[src/rtl/serial_and_pkg.sv]
// rtl/serial_and_pkg.sv - shared types and defaults for the serial AND engine
package serial_and_pkg;

    localparam int DEFAULT_WIDTH = 8;

    typedef enum logic [1:0] {
        IDLE  = 2'd0,
        SHIFT = 2'd1,
        DONE  = 2'd2
    } state_t;

endpackage

[src/rtl/and_bit_cell.sv]
// rtl/and_bit_cell.sv - one-bit AND built as a 2:1 mux (d0=0, d1=a, sel=b)
module and_bit_cell (
    input  logic a,
    input  logic b,
    output logic y
);

    logic d0;
    logic d1;
    logic sel;

    assign d0  = 1'b0;
    assign d1  = a;
    assign sel = b;

    // 2:1 mux: passes a when b is set, otherwise zero
    always_comb begin
        y = d0;
        if (sel) begin
            y = d1;
        end
    end

endmodule

[src/rtl/serial_and_engine.sv]
// rtl/serial_and_engine.sv - bit-serial AND engine with valid/ready handshakes
module serial_and_engine
    import serial_and_pkg::*;
#(
    parameter int WIDTH = DEFAULT_WIDTH
) (
    input  logic             clk,
    input  logic             rst_n,
    input  logic             in_valid,
    output logic             in_ready,
    input  logic [WIDTH-1:0] in_a,
    input  logic [WIDTH-1:0] in_b,
    output logic             out_valid,
    input  logic             out_ready,
    output logic [WIDTH-1:0] out_y,
    output logic             busy
);

    localparam int CNT_W = $clog2(WIDTH);
    localparam logic [CNT_W-1:0] LAST_IDX = CNT_W'(WIDTH - 1);

    state_t             state;
    state_t             state_nxt;
    logic [CNT_W-1:0]   cnt;
    logic [WIDTH-1:0]   a_sr;
    logic [WIDTH-1:0]   b_sr;
    logic [WIDTH-1:0]   y_sr;
    logic               res_bit;
    logic               in_fire;
    logic               out_fire;

    assign in_fire  = in_valid && (state == IDLE);
    assign out_fire = out_ready && (state == DONE);

    and_bit_cell u_cell (
        .a (a_sr[0]),
        .b (b_sr[0]),
        .y (res_bit)
    );

    // state register
    always_ff @(posedge clk or negedge rst_n) begin
        if (!rst_n) begin
            state <= IDLE;
        end else begin
            state <= state_nxt;
        end
    end

    // next-state decode and handshake outputs; stray encodings fall back to IDLE
    always_comb begin
        state_nxt = IDLE;
        in_ready  = 1'b0;
        out_valid = 1'b0;
        busy      = 1'b1;
        case (state)
            IDLE: begin
                in_ready  = 1'b1;
                busy      = 1'b0;
                state_nxt = in_fire ? SHIFT : IDLE;
            end
            SHIFT: begin
                state_nxt = (cnt == LAST_IDX) ? DONE : SHIFT;
            end
            DONE: begin
                out_valid = 1'b1;
                state_nxt = out_fire ? IDLE : DONE;
            end
            default: begin
                state_nxt = IDLE;
            end
        endcase
    end

    // operand capture and one-bit-per-edge shifting into the result register
    always_ff @(posedge clk or negedge rst_n) begin
        if (!rst_n) begin
            cnt  <= '0;
            a_sr <= '0;
            b_sr <= '0;
            y_sr <= '0;
        end else if (in_fire) begin
            cnt  <= '0;
            a_sr <= in_a;
            b_sr <= in_b;
        end else if (state == SHIFT) begin
            cnt  <= cnt + CNT_W'(1);
            a_sr <= {1'b0, a_sr[WIDTH-1:1]};
            b_sr <= {1'b0, b_sr[WIDTH-1:1]};
            y_sr <= {res_bit, y_sr[WIDTH-1:1]};
        end
    end

    assign out_y = y_sr;

endmodule

[config.mk]
export PLATFORM = sky130hd
export DESIGN_NAME = serial_and_engine
export DESIGN_NICKNAME = d
export VERILOG_FILES = /design/src/rtl/serial_and_pkg.sv /design/src/rtl/and_bit_cell.sv /design/src/rtl/serial_and_engine.sv
export SDC_FILE = /design/constraint.sdc
export NUM_CORES = 1
export LEC_CHECK = 0
export CORE_MARGIN = 3
export CORE_UTILIZATION = 35
export CTS_CLUSTER_SIZE = 25
export DETAILED_ROUTE_END_ITERATION = 12
export PLACE_DENSITY_LB_ADDON = 0.08
export SKIP_CTS_REPAIR_TIMING = 1
export SYNTH_ARGS = -nofsm -noshare
export SYNTH_HDL_FRONTEND = slang
export SYNTH_SLANG_ARGS = --single-unit
[constraint.sdc]
create_clock -name clk -period 2.6 [get_ports clk]
set_input_delay 0.39 -clock clk [delete_from_list [all_inputs] [get_ports clk]]
set_output_delay 0.39 -clock clk [all_outputs]
set_load 0.01 [all_outputs]
== After elaboration in Yosys (flattened, before gate mapping) ==
Cells that the tools add are included.
W data, S select, Z words.
Word-level totals
  flip-flop bits (word level): 29
  bits in latches: 0
  bits in writable memories: 0
  bits in read-only memories: 0
  input port bits: 20
  output and inout bits: 11
  logic and storage cells: 29
  memories: 0
Cells by class
  add/sub/neg operators: 1
  multiply operators: 0
  div/mod/pow operators: 0
  magnitude comparators: 0
  equal/unequal tests: 3
  shift-type cells: 0
  multiplexer cells: 14
  bitwise logic cells: 1
  reduce and logical (&&, ||, !) cells: 5
Operators with widths (number)
  $mux W8: 4
  $mux W3: 2
  $pmux W2 S3: 1
  $mux W1: 5
  $mux W2: 2
  $add A3 B1 Y3 const B: 1
  $eq A3 B3 Y1 const B: 1
  $eq A2 B1 Y1 const B: 1
  $eq A2 B2 Y1 const B: 1
  $logic_and A1 B1 Y1: 2
  $logic_not A2 Y1: 1
  $reduce_and A2 Y1: 1
  $reduce_bool A2 Y1: 1
  $not A1 Y1: 1

== Depth between registers and ports, before layout ==
Gate-level depths: netlist of the first run.
  depth after elaboration: 4
  mapped depth: 5
  gate-level depth less buffers: 4

== Hierarchy ==
From an unflattened synthesis of the first run, not the netlist that was laid out.
Second synthesis, totals
  cells, all modules: 99
  area, all modules: 1357.6 sq um
By module, submodules not included
  serial_and_engine: instances 1, cells an instance 98, area each 1351.3 sq um, seq. area each 725.7 sq um
  and_bit_cell: instances 1, cells an instance 1, area each 6.3 sq um, seq. area each 0.0 sq um

== Worst setup path before layout of the first run ==
OpenSTA, ideal clock, no wires.
  path kind: register -> output
  start point: register state[0]
  end point: output busy
  arrival time: 0.925 ns
  required time: 2.210 ns
  slack: 1.285 ns
  stages on the path, launching flop included: 4
  path buffers: 1
  cell sequence: dfrtp_1 > clkbuf_1 > nor2_1 > inv_1
On the way
  cells in the longest elaborated chain, start to end: 2
Ends and longest elaborated chain
  start, declared: RTL line serial_and_engine.sv:22  | state_t state;
  start signal, assigned: RTL line serial_and_engine.sv:46  | state <= state_nxt;
  $logic_not A2 Y1: RTL line serial_and_engine.sv:56  | case (state)
  $mux W1: RTL line serial_and_engine.sv:56
  end, declared: RTL line serial_and_engine.sv:16  | output logic busy
Every way passes these cells.

== Worst setup path in the final report of the first run ==
  start point: register state[1]
  end point: output out_valid
On the way
  cells in the longest elaborated chain, start to end: 2
Ends and longest elaborated chain
  $eq A2 B2 Y1: RTL line serial_and_engine.sv:56
  $mux W1: RTL line serial_and_engine.sv:56
  end, declared: RTL line serial_and_engine.sv:13  | output logic out_valid,
Every way passes these cells.

==> out/metrics.cfg, run 1 <==
[run_status]
status=finished clean

[timing]
hold_viol=0
setup_viol=0
rsz0062_at_grt=false
fin_tns_setup_ns=0
maxSlewViolCount=0
clock.fmax_mhz=499.3
period_minus_slack_ns=2.003
tightest_slew_ns=0.7191
finClkSkew_ns=0.003663
worst_slack_ns=0.5973
slew_headroom_pct=51.96
fin_crit_sh_pct=77.03

[setup_path]
crit_arrival_ns=1.61
path_class=flip-flop to primary output
worstSetupStartpointType=flip-flop
required_ns=2.21
end_kind=primary output
cp_slowest_stage_delay_ns=0.54
path_max_fanout=17
r2r_setup_slack_ns=1.00
crit_end=out_valid
cp_slowest_cell=clkdlybuf4s50_1
reg2reg_to=cnt[2]$_DFFE_PN0P_
cp_cell_sequence=inv_2 -> nor2_1 -> clkdlybuf4s50_1
rr_worst_depth=3
r2r_start=state[0]$_DFF_PN0_
critPathLaunch=state[1]$_DFF_PN0_

[detailed_routing]
wl_met3_um=192
firstDrtPassIters=6
vias=1073
via_per_inst=5.184
met2_wirelength_um=1333
final_antenna_net_count=0
routed_wl_um=2843
met1Wirelength_um=1283
top_layer=met4
avgRoutedWirePerCell_um=13.73
drt_iter0_markers=64
post-route-drc-count=0

[layout]
fin_cells=207
diodes=0
fillers=339
drive_gt1_share_pct=7.453
final_nets=183
area_growth_pct=31.15
final_cell_mix=clkdlybuf4s50_1, dfrtp_1, nand2_1, nor2_1
final_common_cell=clkdlybuf4s50_1

[synth]
netlist_area_um2=1297
postSynthCellCount=130
synthArstFlopShare_pct=100.0
ys.flop_type=dfrtp_1
synthesis.nets=152
ys_ff_latch=29
ys_seq_area_share_pct=55.93
yosysUniqueCellTypes=23
synth_edf_count=0
ys.warnings.count=0
syn_avg_cell_area_um2=9.981

[min_path]
hold_path.class=flip-flop to flip-flop
hp-start=out_y[0]$_DFFE_PN0P_

[die]
start_util_pct=37.70
ios=31
coreArea_um2=3442
die_y_um=66.89
fp-row-count=21
die_w_um=66.89
die_area_um2=4474

[global_route]
track_usage_pct=14.90
grt_pass1_vias=1095
grt_pass1_wl_um=4954
grt_antenna_before_repair=0
grt_max_degree=30
overflow=0

[power]
power_mw=1.897
power.internal_mw=1.218
p_seq_share_pct=43.0
leakagePower_nw=0.7295
ir_drop_mv=0.4649
power.density_nw_per_um2=1115
combPwrFrac_pct=37.9
p_sw_share_pct=35.78
p_sw_mw=0.6787
pwr-share-clk_pct=19.2

[clock_network]
numCtsBuffers=5
cts_tree=built
path_clk_slew_ns=0.06
htree_num_levels=2
cts_root_buffer=clkbuf_8
clock_sinks=29
clock_latency_ns=0.27
clockBufferDepth=2

[placed_design]
dp_cells=200
dp_hpwl_um=1890
pre_cts_ws_ns=0.7101
gp_congestion=0.7319
io_buffers=30

[job]
drv_cap=0

==> power groups by stage <==
| stage | sequential, mW | clock [mW] | combinational (mW) |
|---|---|---|---|
| after global placement | 0.818 | 0 | 0.707 |
| after CTS | 0.816 | 0.376 | 0.735 |
| after detailed placement | 0.823 | 0 | 0.731 |
| after floorplan | 0.803 | 0 | 0.480 |
| final | 0.815 | 0.364 | 0.719 |
| after global routing | 0.852 | 0.403 | 0.819 |
==> layout make-up <==
type / count / area [um^2] / area share [%]
clock buffers: 7 / 86.33 / 5.074
inverters: 2 / 7.507 / 0.4412
multi-input cells: 90 / 501.7 / 29.49
flip-flops and latches: 29 / 725.7 / 42.65
well taps: 46 / 57.56 / 3.382
repair buffers: 33 / 322.8 / 18.97
==> worst max-delay path, delay by kind of cell, from the launching register on <==
kind / cells / cell delay, ns
buf+inv: 2 / 0.73
flops: 1 / 0.47
simple gates: 1 / 0.13
==> per-layer routing <==
layer	global-route usage [%]	up-vias
met1	19.03	504
met2	23.64	34
li1	-	531
met5	0	-
met3	4.553	4
met4	5.316	0
==> sequential cells by signal, summed over array words and instances (netlist names) <==
register	flops
a_sr	8
b_sr	8
out_y	8
cnt	3
state	2
==> metrics by stage <==
step | utilization (%) | hold slack, ns | instance area [um^2]
floorplan | - | 0.09441 | 1297
global placement | 46.93 | 0.4605 | 1615
detailed placement | 46.93 | 0.4660 | 1615
CTS | 49.44 | 0.4812 | 1702
global route | 49.44 | 0.5209 | 1702
finish | 49.44 | 0.4722 | 1702
==> logic make-up (layout without fill, tap and decap cells) <==
kind of cell	after synthesis	count (layout)	share of synthesized area [%]
AO/OA/AOI/OAI	38	38	20.83
AND/OR/NAND/NOR	50	50	15.91
adder cells (fa/ha/maj)	2	2	1.928
buffers and inverters	11	42	5.399
flip-flops	29	29	55.93
==> how the worst min path moves through the flow <==
stage                           endpoint  slack, ns  depth (start not counted)
global placement    out_y[0]$_DFFE_PN0P_       0.46                          2
finish              out_y[0]$_DFFE_PN0P_       0.47                          2
CTS                 out_y[0]$_DFFE_PN0P_       0.48                          2
detailed placement  out_y[0]$_DFFE_PN0P_       0.47                          2
floorplan            a_sr[0]$_DFFE_PN0P_       0.09                          0
global route        out_y[0]$_DFFE_PN0P_       0.52                          2
==> synth_stat cells, types with 2 or more instances <==
| cell type | instances | area share [%] |
|---|---|---|
| dfrtp_1 | 29 | 56 |
| nand2_1 | 27 | 7.8 |
| nor2_1 | 17 | 4.9 |
| o22ai_1 | 14 | 6.7 |
| o32ai_1 | 14 | 9.5 |
| o21ai_0 | 6 | 2.3 |
| buf_2 | 3 | 1.2 |
| a22o_1 | 2 | 1.4 |
| buf_4 | 2 | 1.2 |
| clkbuf_1 | 2 | 0.58 |
| ha_1 | 2 | 1.9 |
(Power assumes the default switching activity.)
==> inputs of run 2 (changes only) <==
==> constraint.sdc (replaced) <==
create_clock -name clk -period 1.82 [get_ports clk]
set_input_delay 0.273 -clock clk [delete_from_list [all_inputs] [get_ports clk]]
set_output_delay 0.273 -clock clk [all_outputs]
set_load 0.01 [all_outputs]
==> run 2 against run 1 <==
Effect of this change:
- clock-buffer cell count did not move
- sequential share of layout area is 1.5 points lower
- power is 54% higher
- sequential power up 42%
- critical endpoint is now in_ready
- highest routed layer unchanged
==> out/metrics.cfg, run 2 (synthesized netlist as in run 1, its figures left out) <==
[run_status]
status=finished clean

[setup_path]
path_max_fanout=10  ; -7
worstSetupStartpointType=flip-flop
path_class=flip-flop to primary output
required_ns=1.55  ; -0.66 ns
rr_worst_depth=4  ; +1
crit_arrival_ns=1.47  ; -0.14 ns
r2r_start=state[0]$_DFF_PN0_
end_kind=primary output
r2r_setup_slack_ns=0.47  ; -0.53 ns
reg2reg_to=b_sr[6]$_DFFE_PN0P_

[placed_design]
io_buffers=30  ; unchanged
dp_hpwl_um=1952  ; +3.3%
pre_cts_ws_ns=0.2090  ; -0.5011 ns
dp_cells=203  ; +1.5%
gp_congestion=0.7744  ; +5.8%
placed_area_um2=1638  ; +1.4%

[layout]
final_nets=188  ; +2.7%
fin_cells=213  ; +2.9%
final_common_cell=clkdlybuf4s50_1
area_growth_pct=36.55
final_cell_mix=clkdlybuf4s50_1, nand2_1, dfrtp_1, nor2_1
final_area_um2=1772  ; +4.1%
drive_gt1_share_pct=11.98  ; +4.5 points
fillers=321  ; -5.3%
finalCoreUtilization_pct=51.47  ; +2.0 points
diodes=0  ; unchanged

[clock_network]
clock_sinks=29  ; unchanged
htree_num_levels=2  ; unchanged
numCtsBuffers=5  ; unchanged
clock_latency_ns=0.28  ; about the same
cts_root_buffer=clkbuf_8
clockBufferDepth=2  ; unchanged
cts_tree=built
path_clk_slew_ns=0.06  ; about the same

[timing]
period_minus_slack_ns=1.741
fin_crit_sh_pct=95.64
hold_viol=0  ; unchanged
tightest_slew_ns=0.3742  ; -0.3448 ns
maxSlewViolCount=0  ; unchanged
finClkSkew_ns=0.007838  ; +0.004176 ns
clock.fmax_mhz=574.5
slew_headroom_pct=75.05  ; +23 points
worst_slack_ns=0.07943  ; -0.5179 ns
rsz0062_at_grt=false
setup_viol=0  ; unchanged

[die]
die_y_um=66.89  ; unchanged
die_w_um=66.89  ; unchanged
fp-row-count=21  ; unchanged
die_area_um2=4474  ; unchanged
ios=31  ; unchanged
coreArea_um2=3442  ; unchanged
start_util_pct=37.70  ; unchanged

[detailed_routing]
avgRoutedWirePerCell_um=13.69  ; -0.32%
final_antenna_net_count=0  ; unchanged
vias=1098  ; +2.3%
firstDrtPassIters=4  ; -2
post-route-drc-count=0  ; unchanged
drt_iter0_markers=38  ; -41%
via_per_inst=5.155  ; -0.55%
routed_wl_um=2916  ; +2.6%

[global_route]
overflow=0  ; unchanged
grt_antenna_before_repair=0  ; unchanged
grt_pass1_wl_um=4995  ; +0.83%
grt_max_degree=30  ; unchanged
track_usage_pct=15.02  ; +0.12 points
grt_pass1_vias=1072  ; -2.1%

[job]
drv_cap=0  ; unchanged

[min_path]
hold_path.class=primary input to asynchronous set/reset pin

[power]
power_mw=2.927  ; +54%
ir_drop_mv=0.7265  ; +56%
power.density_nw_per_um2=1652  ; +48%
leakagePower_nw=0.7632  ; +4.6%

## run 2: changes by cell type in the layout (fill, tap and decap cells not counted), sizes merged
cell / previous run / this run
buf: 3 / 8
bufinv: 0 / 1
## run 2: worst max-delay path, stage by stage, from the launching register on
cell and delay, ns:
dfrtp_2 0.47, nor2_1 0.16, clkdlybuf4s50_1 0.56
## run 2: cell type report
class | instances | area [um^2] | share of cell area (%)
multi-input cells | 90 | 501.7 | 28.32
repair buffers | 38 | 360.3 | 20.34
clock inverters | 1 | 30.03 | 1.695
clock buffers | 7 | 86.33 | 4.873
flip-flops and latches | 29 | 728.2 | 41.10
inverters | 2 | 7.507 | 0.4237
well taps | 46 | 57.56 | 3.249
## run 2: report_power, final
group / leakage [nW] / total (mW) / internal [mW] / switching [mW]
combinational: 0.352 / 1.08 / 0.545 / 0.537
clock: 0.0585 / 0.686 / 0.446 / 0.240
sequential: 0.352 / 1.16 / 0.938 / 0.221
## run 2: worst max path at each step
stage / start / to / slack (ns) / depth (start not counted)
floorplan: state[0]$_DFF_PN0_ / busy / 0.62 / 3
global placement: in_valid / b_sr[6]$_DFFE_PN0P_ / 0.23 / 5
detailed placement: in_valid / b_sr[4]$_DFFE_PN0P_ / 0.21 / 5
CTS: state[0]$_DFF_PN0_ / in_ready / -0.04 / 2
global route: state[0]$_DFF_PN0_ / in_ready / 0.03 / 2
finish: state[0]$_DFF_PN0_ / in_ready / 0.08 / 2
## run 2: per-layer routing
layer  vias up  track usage [%]  wire length (um)
met5         -                0                 0
met4         0            7.595                53
met3         7            4.047               137
met2        30            22.77              1330
met1       518            19.51              1394
li1        543                -                 -
## run 2: through the flow
step,hold WS (ns),TNS [ns]
2_1_floorplan,-0.02259,0
3_3_place_gp,0.4629,0
3_5_place_dp,0.4749,0
4_1_cts,0.3856,-0.08480
5_1_grt,0.4096,0
6_report,0.3757,0
